**src/rtl/wam_ctl.sv**
```systemverilog
// Whac-a-mole game-flow sequencer: round state, countdown timing, difficulty
// level and button edge detection for the raw lft/rgt/pse inputs.
module wam_ctl #(
  parameter int TICK_DIV  = 100_000_000,
  parameter int ROUND_SEC = 60,
  parameter int CD_SEC    = 3,
  parameter int LVL_MAX   = 3
) (
  input  logic       clk,
  input  logic       clr,
  input  logic       lft,
  input  logic       rgt,
  input  logic       pse,
  output logic       run,
  output logic       score_clr,
  output logic [1:0] level,
  output logic [7:0] secs,
  output logic [2:0] state,
  output logic       over
);

  typedef enum logic [2:0] {
    ST_IDLE  = 3'd0,
    ST_CDOWN = 3'd1,
    ST_PLAY  = 3'd2,
    ST_PAUSE = 3'd3,
    ST_OVER  = 3'd4
  } state_e;

  localparam int            PW         = (TICK_DIV > 1) ? $clog2(TICK_DIV) : 1;
  localparam logic [PW-1:0] PRE_LAST   = PW'(TICK_DIV - 1);
  localparam logic [7:0]    ROUND_INIT = 8'(ROUND_SEC);
  localparam logic [7:0]    CD_INIT    = 8'(CD_SEC);
  localparam logic [1:0]    LVL_TOP    = 2'(LVL_MAX);

  logic [2:0]    btnSync1_q, btnSync2_q, btnHist_q;
  logic [1:0]    warmUp_q;
  logic [2:0]    btnEdge;
  logic          lftEdge, rgtEdge, pseEdge;

  state_e        state_q, state_d;
  logic [PW-1:0] preCnt_q, preCnt_d;
  logic [7:0]    secs_q, secs_d;
  logic [1:0]    level_q, level_d;
  logic          scoreClr_q, scoreClr_d;
  logic          run_q, over_q;
  logic          tick;

  // History stays high until the synchroniser holds real samples, so a button
  // held through reset only counts once it is released and pressed again.
  always_ff @(posedge clk or negedge clr) begin
    if (!clr) begin
      btnSync1_q <= 3'b000;
      btnSync2_q <= 3'b000;
      btnHist_q  <= 3'b111;
      warmUp_q   <= 2'd0;
    end else begin
      btnSync1_q <= {pse, rgt, lft};
      btnSync2_q <= btnSync1_q;
      btnHist_q  <= (warmUp_q == 2'd2) ? btnSync2_q : 3'b111;
      if (warmUp_q != 2'd2) begin
        warmUp_q <= warmUp_q + 2'd1;
      end
    end
  end

  assign btnEdge = btnSync2_q & ~btnHist_q;
  assign lftEdge = btnEdge[0];
  assign rgtEdge = btnEdge[1];
  assign pseEdge = btnEdge[2];

  always_comb begin
    state_d    = state_q;
    preCnt_d   = preCnt_q;
    secs_d     = secs_q;
    level_d    = level_q;
    scoreClr_d = 1'b0;
    tick       = 1'b0;
    case (state_q)
      ST_IDLE: begin
        preCnt_d = '0;
        secs_d   = 8'd0;
        if (lftEdge && !rgtEdge && level_q != 2'd0) begin
          level_d = level_q - 2'd1;
        end else if (rgtEdge && !lftEdge && level_q < LVL_TOP) begin
          level_d = level_q + 2'd1;
        end
        if (pseEdge) begin
          state_d    = ST_CDOWN;
          secs_d     = CD_INIT;
          scoreClr_d = 1'b1;
        end
      end
      ST_CDOWN: begin
        tick     = (preCnt_q == PRE_LAST);
        preCnt_d = tick ? '0 : preCnt_q + PW'(1);
        if (tick) begin
          if (secs_q == 8'd1) begin
            state_d = ST_PLAY;
            secs_d  = ROUND_INIT;
          end else if (secs_q != 8'd0) begin
            secs_d = secs_q - 8'd1;
          end
        end
      end
      ST_PLAY: begin
        tick     = (preCnt_q == PRE_LAST);
        preCnt_d = tick ? '0 : preCnt_q + PW'(1);
        // The final tick outranks a simultaneous pause request.
        if (tick && secs_q == 8'd1) begin
          state_d = ST_OVER;
          secs_d  = 8'd0;
        end else begin
          if (tick && secs_q != 8'd0) begin
            secs_d = secs_q - 8'd1;
          end
          if (pseEdge) begin
            state_d = ST_PAUSE;
          end
        end
      end
      ST_PAUSE: begin
        if (pseEdge) begin
          state_d = ST_PLAY;
        end
      end
      ST_OVER: begin
        preCnt_d = '0;
        secs_d   = 8'd0;
        if (pseEdge) begin
          state_d = ST_IDLE;
        end
      end
      default: begin
        state_d  = ST_IDLE;
        preCnt_d = '0;
        secs_d   = 8'd0;
      end
    endcase
  end

  always_ff @(posedge clk or negedge clr) begin
    if (!clr) begin
      state_q    <= ST_IDLE;
      preCnt_q   <= '0;
      secs_q     <= 8'd0;
      level_q    <= 2'd0;
      scoreClr_q <= 1'b0;
      run_q      <= 1'b0;
      over_q     <= 1'b0;
    end else begin
      state_q    <= state_d;
      preCnt_q   <= preCnt_d;
      secs_q     <= secs_d;
      level_q    <= level_d;
      scoreClr_q <= scoreClr_d;
      run_q      <= (state_d == ST_PLAY);
      over_q     <= (state_d == ST_OVER);
    end
  end

  assign run       = run_q;
  assign score_clr = scoreClr_q;
  assign level     = level_q;
  assign secs      = secs_q;
  assign state     = state_q;
  assign over      = over_q;

endmodule

```
**config.mk**
```make
export PLATFORM = sky130hd
export DESIGN_NAME = wam_ctl
export DESIGN_NICKNAME = d
export VERILOG_FILES = /design/src/rtl/wam_ctl.sv
export SDC_FILE = /design/constraint.sdc
export NUM_CORES = 1
export LEC_CHECK = 0
export BUFFER_PORTS_ARGS = -buffer_cell sky130_fd_sc_hd__buf_2
export CAP_MARGIN = 10
export CORE_AREA = 2 2 78 80
export CTS_BUF_LIST = sky130_fd_sc_hd__clkbuf_16
export DETAILED_ROUTE_END_ITERATION = 7
export DIE_AREA = 0 0 80 82
export GPL_ROUTABILITY_DRIVEN = 0
export PLACE_DENSITY = 0.7
export SYNTH_ARGS = -nofsm -noshare
export SYNTH_HDL_FRONTEND = slang
export SYNTH_SLANG_ARGS = --single-unit
```
**constraint.sdc**
```tcl
create_clock -name clk -period 5.92 [get_ports clk]
set_input_delay 0 -clock clk [delete_from_list [all_inputs] [get_ports clk]]
set_output_delay 0 -clock clk [all_outputs]
set_load 0.05 [all_outputs]
```
==> results.txt, run 1 <==
----------------------------------------------------
[Floorplan]
  Die Wd ... 80 µm
  Site Rows ... 28
  Initial core utilization ... 0.513
  Core area ... 5750 µm²
  Die span in y ... about 80 µm
  Floorplan die area ... approximately 6600 µm²
  IO Count ... 21

[Route]
  Initial DRC count ... 216
  Routed length per instance ... 15.0 µm
  DR DRC count ... 0
  Routed Antenna Nets ... 0
  Number of vias after detailed routing ... 2419
  1st-pass router iterations ... 4
  Via/cell ratio ... 5.89
  Wirelength, routed ... between 6000 and 7000 µm

[Clocking]
  Clock buffer count from CTS ... 5
  Insertion delay to the later sink of the worst-skew pair ... ~0.3 ns
  CTS tree ... done
  Deepest level of the CTS H-tree ... 2
  CTS clk-pin slew, worst paths ... 0.07 ns
  Maximum clock insertion buffer count ... 2
  Clock sink total ... 54
  Root buffer cell ... sky130_fd_sc_hd__clkbuf_16

[Timing]
  Number of slew-limit violations in the final report ... 0
  Endpoints failing hold ... 0
  Max Clock Freq ... 0.408 GHz
  Final period demand of the worst path ... about 2.5 ns
  Fin Hold WS ... 0.338 ns
  Setup_tns ... 0 ns
  Unrepaired setup endpoints after global routing ... no
  Setup Viol. Count Final ... 0
  Slew at the pin closest to its max-slew limit ... 1.00 ns
  Final clock skew ... around 0.0065 ns
  Fin crit share ... 0.414
  Slew headroom ... 0.325

[Yosys]
  Cell count after synthesis ... roughly 310
  Count of distinct cell types in the synthesized netlist ... 55
  Top flip-flop cell by instance count after synthesis ... sky130_fd_sc_hd__dfrtp_1
  Sequential fraction of the synthesis area ... 0.459
  Post-synthesis instance area ... 2950 µm²
  Number of warnings issued by yosys ... 0
  Asr flop ratio synth ... 1.00
  Average footprint of a synthesized cell ... ~9.4 µm²
  Net count of the mapped netlist ... 323
  Synth Register Bits ... 54
  Number of synthesized flops with an enable pin ... 0

[Global routing]
  Vias in the first global route ... 2316
  Initial antenna violation count ... 0
  Congestion Overflow GR ... 0
  Global-route wire length before repair ... between 10000 and 15000 µm
  Total routing usage reported by global routing ... 0.209
  Pin count of the biggest net entering global routing ... 55

[Placement]
  Count of input and output buffers ... 20
  DPL Wire Length ... ~4200 µm

[Final layout]
  Synth-to-Final Area Change ... 12.0%
  Fraction of layout cells with a size suffix above 1 ... 0.140
  Number of nets in the layout ... 345
  Antenna diode count ... 0

[Setup path]
  Critical path capture point type ... flip-flop
  Class of the most critical setup path ... reg2reg
  Cell family with most CP delay ... simple AND/OR/NAND/NOR gates
  Crit start category ... flip-flop
  CP max FO ... 5
  Required time of the critical path ... 6.16 ns
  Max incr delay on CP ... 0.52 ns
  Count of buffering cells on the critical path with inverters included ... 1
  Critical path arrival ... 2.69 ns
  Cell at the slowest stage of the critical path ... sky130_fd_sc_hd__a2111oi_0
  List of cells traversed by the critical path ... inv_1, ha_1, or4b_1, nor4_2, a21oi_1, a2111oi_0, a31o_2

[Pwr]
  Leakage power total ... 1.47 nW
  Power density over cell area ... between 300 and 400 nW/µm²
  IR Drop Worst-Case VDD ... between 150 and 200 µV

[Flow run]
  Max Cap Violations ... 0

[Worst hold path]
  Path class of the lowest-slack min-delay path ... in2reg

[Run status]
  Run status ... finished clean

----------------------------------------------------
-- layout by cell type (no fill, tap or decap), types with 4 or more instances in the layout --
cell / Yosys / routed
sky130_fd_sc_hd__a211oi_1: 5 / 5
sky130_fd_sc_hd__a21oi_1: 15 / 15
sky130_fd_sc_hd__a31o_2: 4 / 4
sky130_fd_sc_hd__and2_1: 4 / 4
sky130_fd_sc_hd__and3_1: 5 / 5
sky130_fd_sc_hd__buf_2: 4 / 20
sky130_fd_sc_hd__clkbuf_16: 0 / 5
sky130_fd_sc_hd__dfrtp_1: 51 / 51
sky130_fd_sc_hd__dlygate4sd3_1: 0 / 4
sky130_fd_sc_hd__ha_1: 5 / 5
sky130_fd_sc_hd__inv_1: 9 / 9
sky130_fd_sc_hd__nand2_1: 23 / 23
sky130_fd_sc_hd__nand2b_1: 10 / 10
sky130_fd_sc_hd__nand3_1: 14 / 14
sky130_fd_sc_hd__nand4_1: 13 / 13
sky130_fd_sc_hd__nor2_1: 36 / 36
sky130_fd_sc_hd__nor3_1: 11 / 11
sky130_fd_sc_hd__nor4_1: 7 / 7
sky130_fd_sc_hd__o21a_1: 4 / 4
sky130_fd_sc_hd__o21ai_0: 12 / 12
sky130_fd_sc_hd__or3_1: 5 / 5
sky130_fd_sc_hd__xnor2_1: 6 / 6
sky130_fd_sc_hd__xor2_1: 15 / 15
-- worst register-to-register path: cells and delay by family, from the launching register on --
kind            cells  cell delay [ns]
flops               1             0.43
fa+ha+maj           1             0.18
compound gates      3             0.78
simple gates        2             0.90
buf+inv             1             0.12
-- per-layer routing --
layer | global-route usage | part of all wire | wire [µm] | vias up
met5 | 0 | 0 | 0 | -
met2 | 0.348 | 0.48 | 2940 | 63
met4 | 0.0729 | 0.014 | 89 | 0
met3 | 0.0374 | 0.038 | 236 | 8
li1 | - | - | - | 1176
met1 | 0.275 | 0.47 | 2920 | 1172
-- kinds of logic (layout without fill, tap and decap cells) --
group,after synthesis,after routing,share of synthesized area
and+or+nand+nor,150,150,0.285
AOI/OAI and AO/OA,58,58,0.128
DFF,54,54,0.459
xor gates and xnor gates,21,21,0.0624
buffers and inverters,21,44,0.0297
adders and majority gates,6,6,0.0250
muxes,3,3,0.0102
-- state kept, by name, indices dropped and copies added, names as in the netlist --
signal and flops:
score_clr 1, btnSync2_q 3, btnSync1_q 3, run 1, level 2, preCnt_q 27, btnHist_q 3, state 3
over 1, warmUp_q 2, secs 8
-- through the flow --
step                power [mW]  setup slack [ns]  area, µm²  utilization  std cells
CTS                       1.02              3.44       3300        0.575        411
global route              1.08              3.23       3300        0.575        411
detailed placement       0.709              3.46       3110        0.541        399
global placement         0.702              3.57       3110        0.541        399
finish                    1.02              3.47       3300        0.575        411
floorplan                0.644              3.53       2950            -        313
-- final cells by class --
class | count | area (µm²)
fill | 509 | 2440
clock buffer | 5 | 125
timing repair buffer | 26 | 155
inverter | 10 | 37.5
clock inverter | 3 | 28.8
multi-input combinational | 238 | 1510
tap | 75 | 93.8
sequential | 54 | 1360
-- worst paths after layout --
path / to / depth (start not counted) / start / slack (ns)
setup / recovery: secs[2]$_DFFE_PN0P_ / 7 / secs[1]$_DFFE_PN0P_ / 3.47
max in group asynchronous: preCnt_q[9]$_DFFE_PN0N_ / 3 / clr / 5.10
min in group asynchronous: state[1]$_DFF_PN0_ / 3 / clr / 0.37
hold reg to reg: btnSync2_q[2]$_DFF_PN0_ / 0 / btnSync1_q[2]$_DFF_PN0_ / 0.35
setup reg to reg: secs[2]$_DFFE_PN0P_ / 7 / secs[1]$_DFFE_PN0P_ / 3.47
hold / removal: btnSync1_q[0]$_DFF_PN0_ / 2 / lft / 0.34
-- report_power, final --
part	leakage [nW]	internal, mW	switching [mW]
combinational	0.700	0.0994	0.164
clock	0.0763	0.162	0.145
sequential	0.695	0.404	0.0413
-- cells in the mapped netlist, types with 6 or more instances --
| master | number | area [µm²] |
|---|---|---|
| sky130_fd_sc_hd__nand4_1 | 13 | 81.3 |
| sky130_fd_sc_hd__xnor2_1 | 6 | 52.6 |
| sky130_fd_sc_hd__xor2_1 | 15 | 131 |
| sky130_fd_sc_hd__nand2b_1 | 10 | 62.6 |
| sky130_fd_sc_hd__nor2_1 | 36 | 135 |
| sky130_fd_sc_hd__nor3_1 | 11 | 55.1 |
| sky130_fd_sc_hd__a21oi_1 | 15 | 75.1 |
| sky130_fd_sc_hd__nand2_1 | 23 | 86.3 |
| sky130_fd_sc_hd__clkbuf_1 | 6 | 22.5 |
| sky130_fd_sc_hd__dfrtp_1 | 51 | 1280 |
| sky130_fd_sc_hd__inv_1 | 9 | 33.8 |
| sky130_fd_sc_hd__nand3_1 | 14 | 70.1 |
| sky130_fd_sc_hd__o21ai_0 | 12 | 60.1 |
| sky130_fd_sc_hd__nor4_1 | 7 | 43.8 |
-- repair_timing --
item	in CTS	in global routing
hold buffers	4	0
hold endpoints to repair	54	0
setup buffers	0	0
gates resized for setup	0	0
Note: power is estimated with default switching activity, not from simulation.
==> inputs of run 2 (changes only) <==
--- a/config.mk
+++ b/config.mk
@@ -5,12 +5,13 @@
 export SDC_FILE = /design/constraint.sdc
 export NUM_CORES = 1
 export LEC_CHECK = 0
+export ABC_AREA = 1
 export BUFFER_PORTS_ARGS = -buffer_cell sky130_fd_sc_hd__buf_2
 export CAP_MARGIN = 10
-export CORE_AREA = 2 2 78 80
+export CORE_AREA = 2 2 81 83
 export CTS_BUF_LIST = sky130_fd_sc_hd__clkbuf_16
 export DETAILED_ROUTE_END_ITERATION = 7
-export DIE_AREA = 0 0 80 82
+export DIE_AREA = 0 0 83 85
 export GPL_ROUTABILITY_DRIVEN = 0
 export PLACE_DENSITY = 0.7
 export SYNTH_ARGS = -nofsm -noshare
==> constraint.sdc (replaced) <==
create_clock -name clk -period 2.3 [get_ports clk]
set_input_delay 0 -clock clk [delete_from_list [all_inputs] [get_ports clk]]
set_output_delay 0 -clock clk [all_outputs]
set_load 0.05 [all_outputs]
==> run 2 against run 1 <==
Effect of this change: critical path depth increased by 3; utilization increased by 0.12 points; design area increased by 8.2%; sequential share of layout area decreased by 3.1 points; sequential cell count unchanged; synthesized area increased by 7.8%; global-route usage increased by 0.73 points; largest cell class unchanged.
==> results.txt, run 2 <==
----------------------------------------------------
[Run status]
  Run status ... finished clean

[Final layout]
  Flip-flop count of the largest register after layout ... 27
  Synth-to-Final Area Change ... 12.4%
  Final Non-Filler Cells ... 532
  Final Instance Area ... 3570 µm²
  Highest-count cells in the layout ignoring fill and taps ... 113 x sky130_fd_sc_hd__nand2_1, 56 x sky130_fd_sc_hd__nor2_1, 51 x sky130_fd_sc_hd__dfrtp_1
  Register bank with the most flops ... preCnt_q
  Layout filler cell count ... 580
  Fraction of layout cells with a size suffix above 1 ... 0.136
  Number of nets in the layout ... 464
  Antenna diode count ... 0
  Most frequent standard cell in the layout excluding fill and tap cells ... sky130_fd_sc_hd__nand2_1

[Timing]
  Unrepaired setup endpoints after global routing ... no
  Setup Viol. Count Final ... 0
  Number of slew-limit violations in the final report ... 0
  Slew at the pin closest to its max-slew limit ... 0.837 ns
  Final clock skew ... ~0.009 ns
  Final period demand of the worst path ... 1.77 ns
  Slew headroom ... 0.442
  Final critical-path setup slack ... 0.534 ns
  Fin crit share ... 0.768
  Setup_tns ... 0 ns
  Max Clock Freq ... 0.566 GHz
  Endpoints failing hold ... 0

[Flow run]
  Max Cap Violations ... 0

[Setup path]
  Critical Path Start ... preCnt_q[0]$_DFFE_PN0N_
  Crit start category ... flip-flop
  CP max FO ... 14
  Origin of the critical flop-to-flop path ... preCnt_q[0]$_DFFE_PN0N_
  Critical path capture point type ... flip-flop
  Required time of the critical path ... 2.48 ns
  Number of cells traversed by the worst register-to-register path ... 10
  Critical path arrival ... 1.94 ns
  Endpoint of the worst-slack reg-to-reg timing path ... preCnt_q[18]$_DFFE_PN0N_
  Class of the most critical setup path ... reg2reg
  FF-to-FF setup slack ... 0.53 ns

[Clocking]
  Number of buffers added for setup after CTS ... 0
  Deepest level of the CTS H-tree ... 2
  Total of cells resized after clock tree synthesis ... 0
  Maximum clock insertion buffer count ... 2
  Insertion delay to the later sink of the worst-skew pair ... 0.30 ns
  CTS tree ... done
  Cts hold-fix bufs ... 4
  Root buffer cell ... sky130_fd_sc_hd__clkbuf_16
  Clock buffer count from CTS ... 5
  Clock sink total ... 54
  CTS clk-pin slew, worst paths ... approximately 0.07 ns

[Floorplan]
  Floorplan die area ... 7060 µm²
  IO Count ... 21
  Die Wd ... 83 µm
  Initial core utilization ... 0.513
  Die span in y ... 85 µm
  Core area ... 6200 µm²
  Site Rows ... 29

[Pwr]
  Leakage power total ... around 1.7 nW
  Power density over cell area ... 765 nW/µm²
  IR Drop Worst-Case VDD ... 693 µV
  Total Power ... roughly 2.7 mW

[Yosys]
  Share of synthesized cell area in full adder, half adder and majority cells ... 0.0197
  Post-synthesis instance area ... around 3200 µm²
  Top flip-flop cell by instance count after synthesis ... sky130_fd_sc_hd__dfrtp_1
  Number of synthesized flops with an enable pin ... 0
  Proportion of synthesized area in mux cells ... 0
  Complex-gate fraction of the synthesized area ... 0.0519
  Synth Register Bits ... 54
  Net count of the mapped netlist ... 433
  Leading cell types by count after synthesis ... 113 x sky130_fd_sc_hd__nand2_1, 56 x sky130_fd_sc_hd__nor2_1, 51 x sky130_fd_sc_hd__dfrtp_1
  Synth area leaders ... sky130_fd_sc_hd__dfrtp_1 40%, sky130_fd_sc_hd__nand2_1 13%, sky130_fd_sc_hd__nor2_1 6.6%
  Post-Synth XOR/XNOR Area ... 0.0523
  Average footprint of a synthesized cell ... 7.52 µm²
  Sequential fraction of the synthesis area ... 0.426
  Count of distinct cell types in the synthesized netlist ... 31
  Post-synth top area cell ... sky130_fd_sc_hd__dfrtp_1
  Fraction of synthesized cell area taken by the top area cell type ... 0.401
  Number of warnings issued by yosys ... 0
  Cell count after synthesis ... about 420
  Largest family of logic cells by synthesized area ... simple AND/OR/NAND/NOR gates
  Leading cell type by number of instances after synthesis ... sky130_fd_sc_hd__nand2_1
  Fraction of the mapped netlist area in simple logic gates ... 0.376
  Asr flop ratio synth ... 1.00

[Global routing]
  Global-route wire length before repair ... 12400 µm
  Vias in the first global route ... ~2700
  Total routing usage reported by global routing ... 0.216
  Initial antenna violation count ... 0
  Pin count of the biggest net entering global routing ... 39
  Congestion Overflow GR ... 0

[Route]
  Initial DRC count ... 192
  Via/cell ratio ... approximately 5.3
  Routed length per instance ... 13.1 µm
  DR DRC count ... 0
  1st-pass router iterations ... 5
  Routed Antenna Nets ... 0
  Number of vias after detailed routing ... 2798
  Wirelength, routed ... 6980 µm

[Worst hold path]
  Path class of the lowest-slack min-delay path ... in2async

[Placement]
  Count of input and output buffers ... 20
  Total placed instance area ... 3380 µm²
  Post-Place Cells ... 520
  DPL Wire Length ... 5300 µm
  Worst setup timing slack at the placement stage ... around 0.54 ns

----------------------------------------------------
run 2: critical path, cell delays in order, from the launching register on:
cell and delay (ns):
sky130_fd_sc_hd__dfrtp_1 0.46, sky130_fd_sc_hd__ha_1 0.22, sky130_fd_sc_hd__nand2_2 0.10, sky130_fd_sc_hd__nor2_8 0.13
sky130_fd_sc_hd__nand2_4 0.08, sky130_fd_sc_hd__nor2_4 0.13, sky130_fd_sc_hd__nand2_4 0.08, sky130_fd_sc_hd__nand2_2 0.08
sky130_fd_sc_hd__nand2_2 0.08, sky130_fd_sc_hd__inv_2 0.21, sky130_fd_sc_hd__nor2_1 0.08
run 2: power by group:
part	switching, mW	internal [mW]
Combinational	0.609	0.249
Clock	0.362	0.415
Sequential	0.0719	1.03
run 2: worst max path at each step:
stage / to / slack [ns] / depth (start not counted)
3_5_place_dp: preCnt_q[22]$_DFFE_PN0N_ / 0.54 / 10
2_1_floorplan: secs[5]$_DFFE_PN0P_ / 0.61 / 9
6_report: preCnt_q[18]$_DFFE_PN0N_ / 0.53 / 10
3_3_place_gp: preCnt_q[8]$_DFFE_PN0N_ / 0.57 / 10
4_1_cts: preCnt_q[10]$_DFFE_PN0N_ / 0.52 / 10
5_1_grt: secs[1]$_DFFE_PN0P_ / 0.34 / 10
run 2: cells by family after synthesis:
| kind of cell | Yosys count |
|---|---|
| adder cells (fa/ha/maj) | 5 |
| buffers and inverters | 59 |
| flip-flops | 54 |
| XOR/XNOR | 19 |
| AND/OR/NAND/NOR | 255 |
| AO/OA/AOI/OAI | 31 |
run 2: layout make-up:
class	instances	area [µm²]	share of cell area
clock buffer	5	125	0.0350
clock inverter	3	28.8	0.00805
inverter	55	206	0.0578
multi-input combinational	310	1590	0.445
sequential	54	1360	0.379
tap	77	96.3	0.0270
timing repair buffer	28	170	0.0476
run 2: metrics by stage:
| step | util | hold slack [ns] |
|---|---|---|
| after floorplan | - | -0.296 |
| after global placement | 0.545 | 0.108 |
| after detailed placement | 0.545 | 0.110 |
| after CTS | 0.576 | 0.336 |
| after global routing | 0.576 | 0.343 |
| final | 0.576 | 0.339 |
run 2: per-layer routing:
metal  up-vias  share of wire  global-route usage  routed length, µm
li1       1405              -                   -                  -
met1      1305           0.44               0.284               3090
met2        76           0.49               0.372               3430
met3        12          0.048              0.0321                336
met4         0          0.018              0.0671                124
met5         -              0                   0                  0
